### src/rtl/video_stream_gen_pkg.sv
// Shared definitions for the video_stream_gen test-pattern source.
//   - state_t     : generator FSM states
//   - PAT_*       : pattern_sel_i codes
//   - LFSR_SEED / LFSR_TAPS and lfsr_step(): PRBS generator definition
//     (x^16+x^14+x^13+x^11+1, right-shifting Fibonacci form)
package video_stream_gen_pkg;

    typedef enum logic [1:0] {
        IDLE = 2'd0,
        LINE = 2'd1,
        HGAP = 2'd2,
        VGAP = 2'd3
    } state_t;

    localparam logic [2:0] PAT_FLAT  = 3'd0;
    localparam logic [2:0] PAT_HRAMP = 3'd1;
    localparam logic [2:0] PAT_VRAMP = 3'd2;
    localparam logic [2:0] PAT_CHECK = 3'd3;
    localparam logic [2:0] PAT_PRBS  = 3'd4;

    localparam logic [15:0] LFSR_SEED = 16'hACE1;
    // Bits 0,2,3,5 of the right-shifting register realise taps 16,14,13,11.
    localparam logic [15:0] LFSR_TAPS = 16'h002D;

    function automatic logic [15:0] lfsr_step(input logic [15:0] s);
        return {^(s & LFSR_TAPS), s[15:1]};
    endfunction

endpackage

### src/rtl/video_stream_gen_lfsr.sv
// 16-bit PRBS register for the pattern-4 output of video_stream_gen.
// Ports:
//   clk, rst      clock / asynchronous active-high reset
//   load_i        reload LFSR_SEED (wins over advance_i)
//   advance_i     step the register once
//   lfsr_o        low OUT_W bits of the current register value
module video_stream_gen_lfsr
    import video_stream_gen_pkg::*;
#(
    parameter int OUT_W = 12
) (
    input  logic             clk,
    input  logic             rst,
    input  logic             load_i,
    input  logic             advance_i,
    output logic [OUT_W-1:0] lfsr_o
);

    logic [15:0] lfsr_reg;

    always_ff @(posedge clk or posedge rst) begin
        if (rst) begin
            lfsr_reg <= '0;
        end else if (load_i) begin
            lfsr_reg <= LFSR_SEED;
        end else if (advance_i) begin
            lfsr_reg <= lfsr_step(lfsr_reg);
        end
    end

    assign lfsr_o = lfsr_reg[OUT_W-1:0];

endmodule

### src/rtl/video_stream_gen.sv
// Test-frame source for the do/de/hs/vs pixel stream.
// Emits (line_size_i+1) x (line_count_i+1) frames of a selectable pattern,
// with SPARSE_OUTPUT idle cycles after every pixel, max(hgap_i,1) idle
// cycles between lines and max(vgap_i,1) idle cycles after each frame.
// Optional feature: define VIDEO_STREAM_GEN_PRBS_EN to build the pattern-4
// PRBS generator; without it pattern 4 outputs 0.
// Ports:
//   clk, rst          clock / asynchronous active-high reset
//   en_i              run enable, sampled only at frame boundaries
//   pattern_sel_i     pattern code, latched at frame start
//   line_size_i       pixels per line minus 1 (latched)
//   line_count_i      lines per frame minus 1 (latched)
//   hgap_i, vgap_i    line / frame gap lengths (latched)
//   do_o, de_o        pixel data and valid
//   hs_o, vs_o        first pixel of line / frame (only with de_o)
//   frame_done_o      one-cycle pulse the cycle after the last pixel
//   busy_o            generator not idle
module video_stream_gen
    import video_stream_gen_pkg::*;
#(
    parameter int PIXEL_WIDTH   = 12,
    parameter int SPARSE_OUTPUT = 0,
    parameter int CNT_WIDTH     = 16
) (
    input  logic                   clk,
    input  logic                   rst,
    input  logic                   en_i,
    input  logic [2:0]             pattern_sel_i,
    input  logic [CNT_WIDTH-1:0]   line_size_i,
    input  logic [CNT_WIDTH-1:0]   line_count_i,
    input  logic [CNT_WIDTH-1:0]   hgap_i,
    input  logic [CNT_WIDTH-1:0]   vgap_i,
    output logic [PIXEL_WIDTH-1:0] do_o,
    output logic                   de_o,
    output logic                   hs_o,
    output logic                   vs_o,
    output logic                   frame_done_o,
    output logic                   busy_o
);

    localparam int SP_W = (SPARSE_OUTPUT > 0) ? $clog2(SPARSE_OUTPUT + 1) : 1;
    localparam logic [SP_W-1:0]      SP_LAST = SP_W'(SPARSE_OUTPUT);
    localparam logic [SP_W-1:0]      SP_ONE  = SP_W'(1);
    localparam logic [CNT_WIDTH-1:0] CNT_ONE = CNT_WIDTH'(1);

    state_t                 state_reg, state_next;
    logic [CNT_WIDTH-1:0]   x_reg, x_next, y_reg, y_next, gap_reg, gap_next;
    logic [CNT_WIDTH-1:0]   ls_reg, ls_next, lc_reg, lc_next;
    logic [CNT_WIDTH-1:0]   hg_reg, hg_next, vg_reg, vg_next;
    logic [2:0]             pat_reg, pat_next;
    logic [SP_W-1:0]        sparse_reg, sparse_next;
    logic [PIXEL_WIDTH-1:0] do_reg, do_next, pix_val, x_pix, y_pix;
    logic de_reg, de_next, hs_reg, hs_next, vs_reg, vs_next;
    logic done_pend_reg, frame_done_reg, busy_reg, busy_next;
    logic emit, last_px, start_frame;
    logic [CNT_WIDTH-1:0]   hgap_last, vgap_last;

    // A zero gap still costs one idle cycle.
    assign hgap_last = (hg_reg == '0) ? '0 : hg_reg - CNT_ONE;
    assign vgap_last = (vg_reg == '0) ? '0 : vg_reg - CNT_ONE;

    // Ramps take the low PIXEL_WIDTH bits of the counters (they wrap).
    generate
        if (CNT_WIDTH >= PIXEL_WIDTH) begin : g_pix_trunc
            assign x_pix = x_reg[PIXEL_WIDTH-1:0];
            assign y_pix = y_reg[PIXEL_WIDTH-1:0];
        end else begin : g_pix_ext
            assign x_pix = {{(PIXEL_WIDTH-CNT_WIDTH){1'b0}}, x_reg};
            assign y_pix = {{(PIXEL_WIDTH-CNT_WIDTH){1'b0}}, y_reg};
        end
    endgenerate

`ifdef VIDEO_STREAM_GEN_PRBS_EN
    logic [PIXEL_WIDTH-1:0] prbs_pix;

    // Seeded on every frame start; the pixel uses the current value and
    // the register steps on the same edge that registers that pixel.
    video_stream_gen_lfsr #(
        .OUT_W(PIXEL_WIDTH)
    ) u_lfsr (
        .clk       (clk),
        .rst       (rst),
        .load_i    (start_frame),
        .advance_i (emit),
        .lfsr_o    (prbs_pix)
    );
`endif

    always_comb begin
        pix_val = '0;
        case (pat_reg)
            PAT_FLAT:  pix_val = {1'b1, {(PIXEL_WIDTH-1){1'b0}}};
            PAT_HRAMP: pix_val = x_pix;
            PAT_VRAMP: pix_val = y_pix;
            PAT_CHECK: pix_val = (x_reg[3] ^ y_reg[3]) ? '1 : '0;
`ifdef VIDEO_STREAM_GEN_PRBS_EN
            PAT_PRBS:  pix_val = prbs_pix;
`else
            PAT_PRBS:  pix_val = '0;
`endif
            default:   pix_val = '0;
        endcase
    end

    always_comb begin
        state_next  = state_reg;
        x_next      = x_reg;
        y_next      = y_reg;
        gap_next    = gap_reg;
        sparse_next = sparse_reg;
        ls_next     = ls_reg;
        lc_next     = lc_reg;
        hg_next     = hg_reg;
        vg_next     = vg_reg;
        pat_next    = pat_reg;
        emit        = 1'b0;
        last_px     = 1'b0;
        start_frame = 1'b0;

        case (state_reg)
            IDLE: begin
                if (en_i) begin
                    start_frame = 1'b1;
                    state_next  = LINE;
                end
            end
            LINE: begin
                if (sparse_reg == SP_LAST) begin
                    emit        = 1'b1;
                    sparse_next = '0;
                    if (x_reg == ls_reg) begin
                        x_next   = '0;
                        gap_next = '0;
                        if (y_reg == lc_reg) begin
                            y_next     = '0;
                            last_px    = 1'b1;
                            state_next = VGAP;
                        end else begin
                            y_next     = y_reg + CNT_ONE;
                            state_next = HGAP;
                        end
                    end else begin
                        x_next = x_reg + CNT_ONE;
                    end
                end else begin
                    sparse_next = sparse_reg + SP_ONE;
                end
            end
            HGAP: begin
                if (gap_reg == hgap_last) begin
                    gap_next   = '0;
                    state_next = LINE;
                end else begin
                    gap_next = gap_reg + CNT_ONE;
                end
            end
            VGAP: begin
                if (gap_reg == vgap_last) begin
                    gap_next = '0;
                    if (en_i) begin
                        start_frame = 1'b1;
                        state_next  = LINE;
                    end else begin
                        state_next = IDLE;
                    end
                end else begin
                    gap_next = gap_reg + CNT_ONE;
                end
            end
            default: state_next = IDLE;
        endcase

        // Frame configuration is frozen from here until the next frame start.
        if (start_frame) begin
            ls_next     = line_size_i;
            lc_next     = line_count_i;
            hg_next     = hgap_i;
            vg_next     = vgap_i;
            pat_next    = pattern_sel_i;
            x_next      = '0;
            y_next      = '0;
            sparse_next = '0;
        end
    end

    assign de_next   = emit;
    assign hs_next   = emit && (x_reg == '0);
    assign vs_next   = hs_next && (y_reg == '0);
    assign do_next   = emit ? pix_val : '0;
    assign busy_next = (state_next != IDLE);

    always_ff @(posedge clk or posedge rst) begin
        if (rst) begin
            state_reg      <= IDLE;
            x_reg          <= '0;
            y_reg          <= '0;
            gap_reg        <= '0;
            sparse_reg     <= '0;
            ls_reg         <= '0;
            lc_reg         <= '0;
            hg_reg         <= '0;
            vg_reg         <= '0;
            pat_reg        <= '0;
            do_reg         <= '0;
            de_reg         <= 1'b0;
            hs_reg         <= 1'b0;
            vs_reg         <= 1'b0;
            done_pend_reg  <= 1'b0;
            frame_done_reg <= 1'b0;
            busy_reg       <= 1'b0;
        end else begin
            state_reg      <= state_next;
            x_reg          <= x_next;
            y_reg          <= y_next;
            gap_reg        <= gap_next;
            sparse_reg     <= sparse_next;
            ls_reg         <= ls_next;
            lc_reg         <= lc_next;
            hg_reg         <= hg_next;
            vg_reg         <= vg_next;
            pat_reg        <= pat_next;
            do_reg         <= do_next;
            de_reg         <= de_next;
            hs_reg         <= hs_next;
            vs_reg         <= vs_next;
            // Delayed one extra stage so the pulse follows the last pixel.
            done_pend_reg  <= last_px;
            frame_done_reg <= done_pend_reg;
            busy_reg       <= busy_next;
        end
    end

    assign do_o         = do_reg;
    assign de_o         = de_reg;
    assign hs_o         = hs_reg;
    assign vs_o         = vs_reg;
    assign frame_done_o = frame_done_reg;
    assign busy_o       = busy_reg;

endmodule

### config.mk
export PLATFORM = sky130hd
export DESIGN_NAME = video_stream_gen
export DESIGN_NICKNAME = d
export VERILOG_FILES = /design/src/rtl/video_stream_gen_pkg.sv /design/src/rtl/video_stream_gen_lfsr.sv /design/src/rtl/video_stream_gen.sv
export SDC_FILE = /design/constraint.sdc
export NUM_CORES = 1
export LEC_CHECK = 0
export ABC_AREA = 1
export CELL_PAD_IN_SITES_DETAIL_PLACEMENT = 0
export CELL_PAD_IN_SITES_GLOBAL_PLACEMENT = 1
export CORE_UTILIZATION = 42
export DETAILED_ROUTE_END_ITERATION = 6
export PLACE_DENSITY = 0.9
export SETUP_SLACK_MARGIN = 0.5
export SYNTH_ARGS = -nofsm -noshare
export SYNTH_HDL_FRONTEND = slang
export SYNTH_SLANG_ARGS = --single-unit
export TNS_END_PERCENT = 50
### constraint.sdc
create_clock -name clk -period 4.7 [get_ports clk]
set_input_delay 0.47 -clock clk [delete_from_list [all_inputs] [get_ports clk]]
set_output_delay 0.47 -clock clk [all_outputs]
set_load 0.1 [all_outputs]
==> impl_metrics.toml <==
[yosys]
synthXorXnorAreaFrac_pct = 5.53
synth-simple-area-share_pct = 35.8
synthTopCellsByArea = "dfrtp_1 41%, nand2_1 13%, nor2_1 7.7%"
synth_nets = 1247
yosysWarnings = 0
synth_top_area_cell = "dfrtp_1"
ys.flop_type = "dfrtp_1"
seq_area_frac_synth_pct = 41.0
synth-compound-area-share_pct = 6.57
synth_top_family_by_area = "simple AND/OR/NAND/NOR gates"
synth_cell_types = 33
synth_common_cells = "293 x nand2_1, 169 x nor2_1, 138 x inv_1"
synth_edf_count = 0
syn_avg_cell_area_sq_um = 7.07
postSynth.asyncResetShare_pct = 100
yosysMostFrequentCell = "nand2_1"
synth.top_cell.area_share_pct = 41.0
synth_fa_ha_area_share_pct = 1.82
synthMuxAreaShare_pct = 0
syn_area_sq_um = 8240
syn_inst = 1165
synth-seq-cells = 135

[worst_hold_path]
hold_path_depth = 0
hold_start = "done_pend_reg"
hold_end = "frame_done_o"
worstHoldPathType = "flop to flop"

[routing]
drc = 0
wl_per_cell_um = 14.4
routed_wl_um = 21700
drtAntennaViolNets = 0
drt_first_pass_iters = 5
vias = 7686
via_per_inst = 5.09
drt_first_iter_violations = 506

[global_routing]
first_global_vias = 7490
overflow = 0
antenna_found_initial = 0
grt_start_max_net_pins = 85
grt_usage_pct = 22.8
grt_first_pass_wirelength_um = 36300

[placement]
place_congestion = 0.875
portBuffers = 86
dpl.hpwl_um = 15800

[setup_path]
r2r_start = "vg_reg[0]"
reg2reg_to = "y_reg[11]"
worstPathRequired_ns = 5.01
reg2regPathDepth = 18
worstPathMaxFanout = 84
endpoint_kind = "flop"
ff2ff_setup_slack_ns = 1.20
crit_arrival_ns = 3.81
worst-setup-path-type = "flop to flop"
start_kind = "flop"

[timing]
tightest_slew_ns = 0.982
slew_headroom_pct = 34.4
rsz0062_at_grt = "false"
finalCriticalPeriod_ns = 3.50
skew_ns = 0.00926
setup_viol = 0
fin_crit_sh_pct = 74.4
clock.fmax_ghz = 0.286
maxSlewViolCount = 0
hold_violations = 0
final.setup.tns_ns = 0

[clock_network]
numCtsBuffers = 17
clk_pin_slew_ns = 0.06
postCtsSetupRepairBufs = 0
clk_latency_ns = 0.43
cts_resized = 0
cts_hold_buffers = 0
cts_buffer_depth = 2
htree_num_levels = 4
cts.sinks = 135
tritoncts = "yes"
cts-root-buf = "clkbuf_16"

[final_layout]
antenna_cells = 0
drive_above_1_share_pct = 4.24
area_delta_synth_final_pct = 19.3
fin_util_pct = 51.8
final_nets = 1320
fillerInstances = 1926

[power]
leakagePower_nw = 4.77
irDropWorstVdd_uv = 232
p_per_area_nw_per_um2 = 258

[floorplan]
die_area_sq_um = 20200
core_area_sq_um = 19000
rows = 50
die_x_um = 142
start_util_pct = 43.5
num_io_pins = 87
die_h_um = 142

[outcome]
status = "complete, no violations"

[run]
maxCapViolations = 0
-- layout by cell type (no fill, tap or decap), drive strengths merged --
master	n
nor3b	2
nor2	175
nand2	296
clkinvlp	2
o22ai	11
o21ai	36
buf	7
nor4	10
and3	3
and2	1
bufinv	1
a31oi	1
nor3	30
o21bai	1
or2	5
xnor2	14
o31ai	2
nor4b	1
a2111oi	1
dfrtp	135
a21oi	51
nand3	121
clkdlybuf4s50	86
clkinv	6
xor2	38
ha	12
clkbuf	19
nand4	39
nand3b	2
inv	142
-- worst max-delay path, cell delays in order, from the launching register on --
cell     delay [ns]
dfrtp_1        0.36
inv_1          0.10
ha_1           0.21
nand2_1        0.15
nor2_2         0.15
nand2_1        0.50
nand3_1        0.27
nand2_1        0.09
nor2_1         0.10
nand2_1        0.06
nor2_1         0.08
nand2_1        0.06
nor2_1         0.12
nand3_1        0.10
nand2_2        0.10
nand2_4        0.19
buf_12         0.26
nand2_2        0.28
nor2_1         0.09
-- through the flow --
step           total power [mW]  setup slack, ns  area [sq um]  instances  hold WS, ns
6_report                   2.54             1.20          9830       1510        0.368
5_1_grt                    2.62            0.707          9830       1510        0.376
4_1_cts                    2.57             1.22          9830       1510        0.375
3_5_place_dp               1.27             1.21          9270       1479        0.353
3_3_place_gp               1.27             1.33          9270       1479        0.360
2_1_floorplan              1.20            0.619          8240       1165        0.331
-- per-layer routing --
metal	global-route usage, %	part of all wire (%)	wire (um)
met1	28.6	45	9730
met3	4.24	3.7	806
met5	0	0	0
met2	39.2	49	10700
met4	7.64	2.2	473
-- how the worst max path moves through the flow --
stage / from / endpoint / cells past startpoint
finish: vg_reg[0] / y_reg[11] / 18
global route: vg_reg[0] / gap_reg[15] / 17
CTS: vg_reg[0] / hg_reg[0] / 18
detailed placement: vg_reg[0] / y_reg[14] / 17
global placement: vg_reg[0] / hg_reg[0] / 16
floorplan: rst / busy_o / 1
-- where the power goes --
part | switching, mW | internal [mW]
Sequential | 0 | 1.16
Combinational | 0.0326 | 0.0511
Clock | 0.547 | 0.747
-- kinds of logic after synthesis --
family          count (synthesis)
simple gates                  685
fa+ha+maj                      12
flops                         135
buf+inv                       178
xor+xnor                       52
compound gates                103
-- cell type report --
type	instances	area, sq um	share of cell area [%]
multi-input combinational	852	4110	41.8
sequential	135	3380	34.4
timing repair buffer	93	926	9.42
inverter	139	527	5.36
clock buffer	19	443	4.51
tap	260	325	3.31
clock inverter	12	120	1.22
No activity file was read; power rests on OpenSTA's default activity.
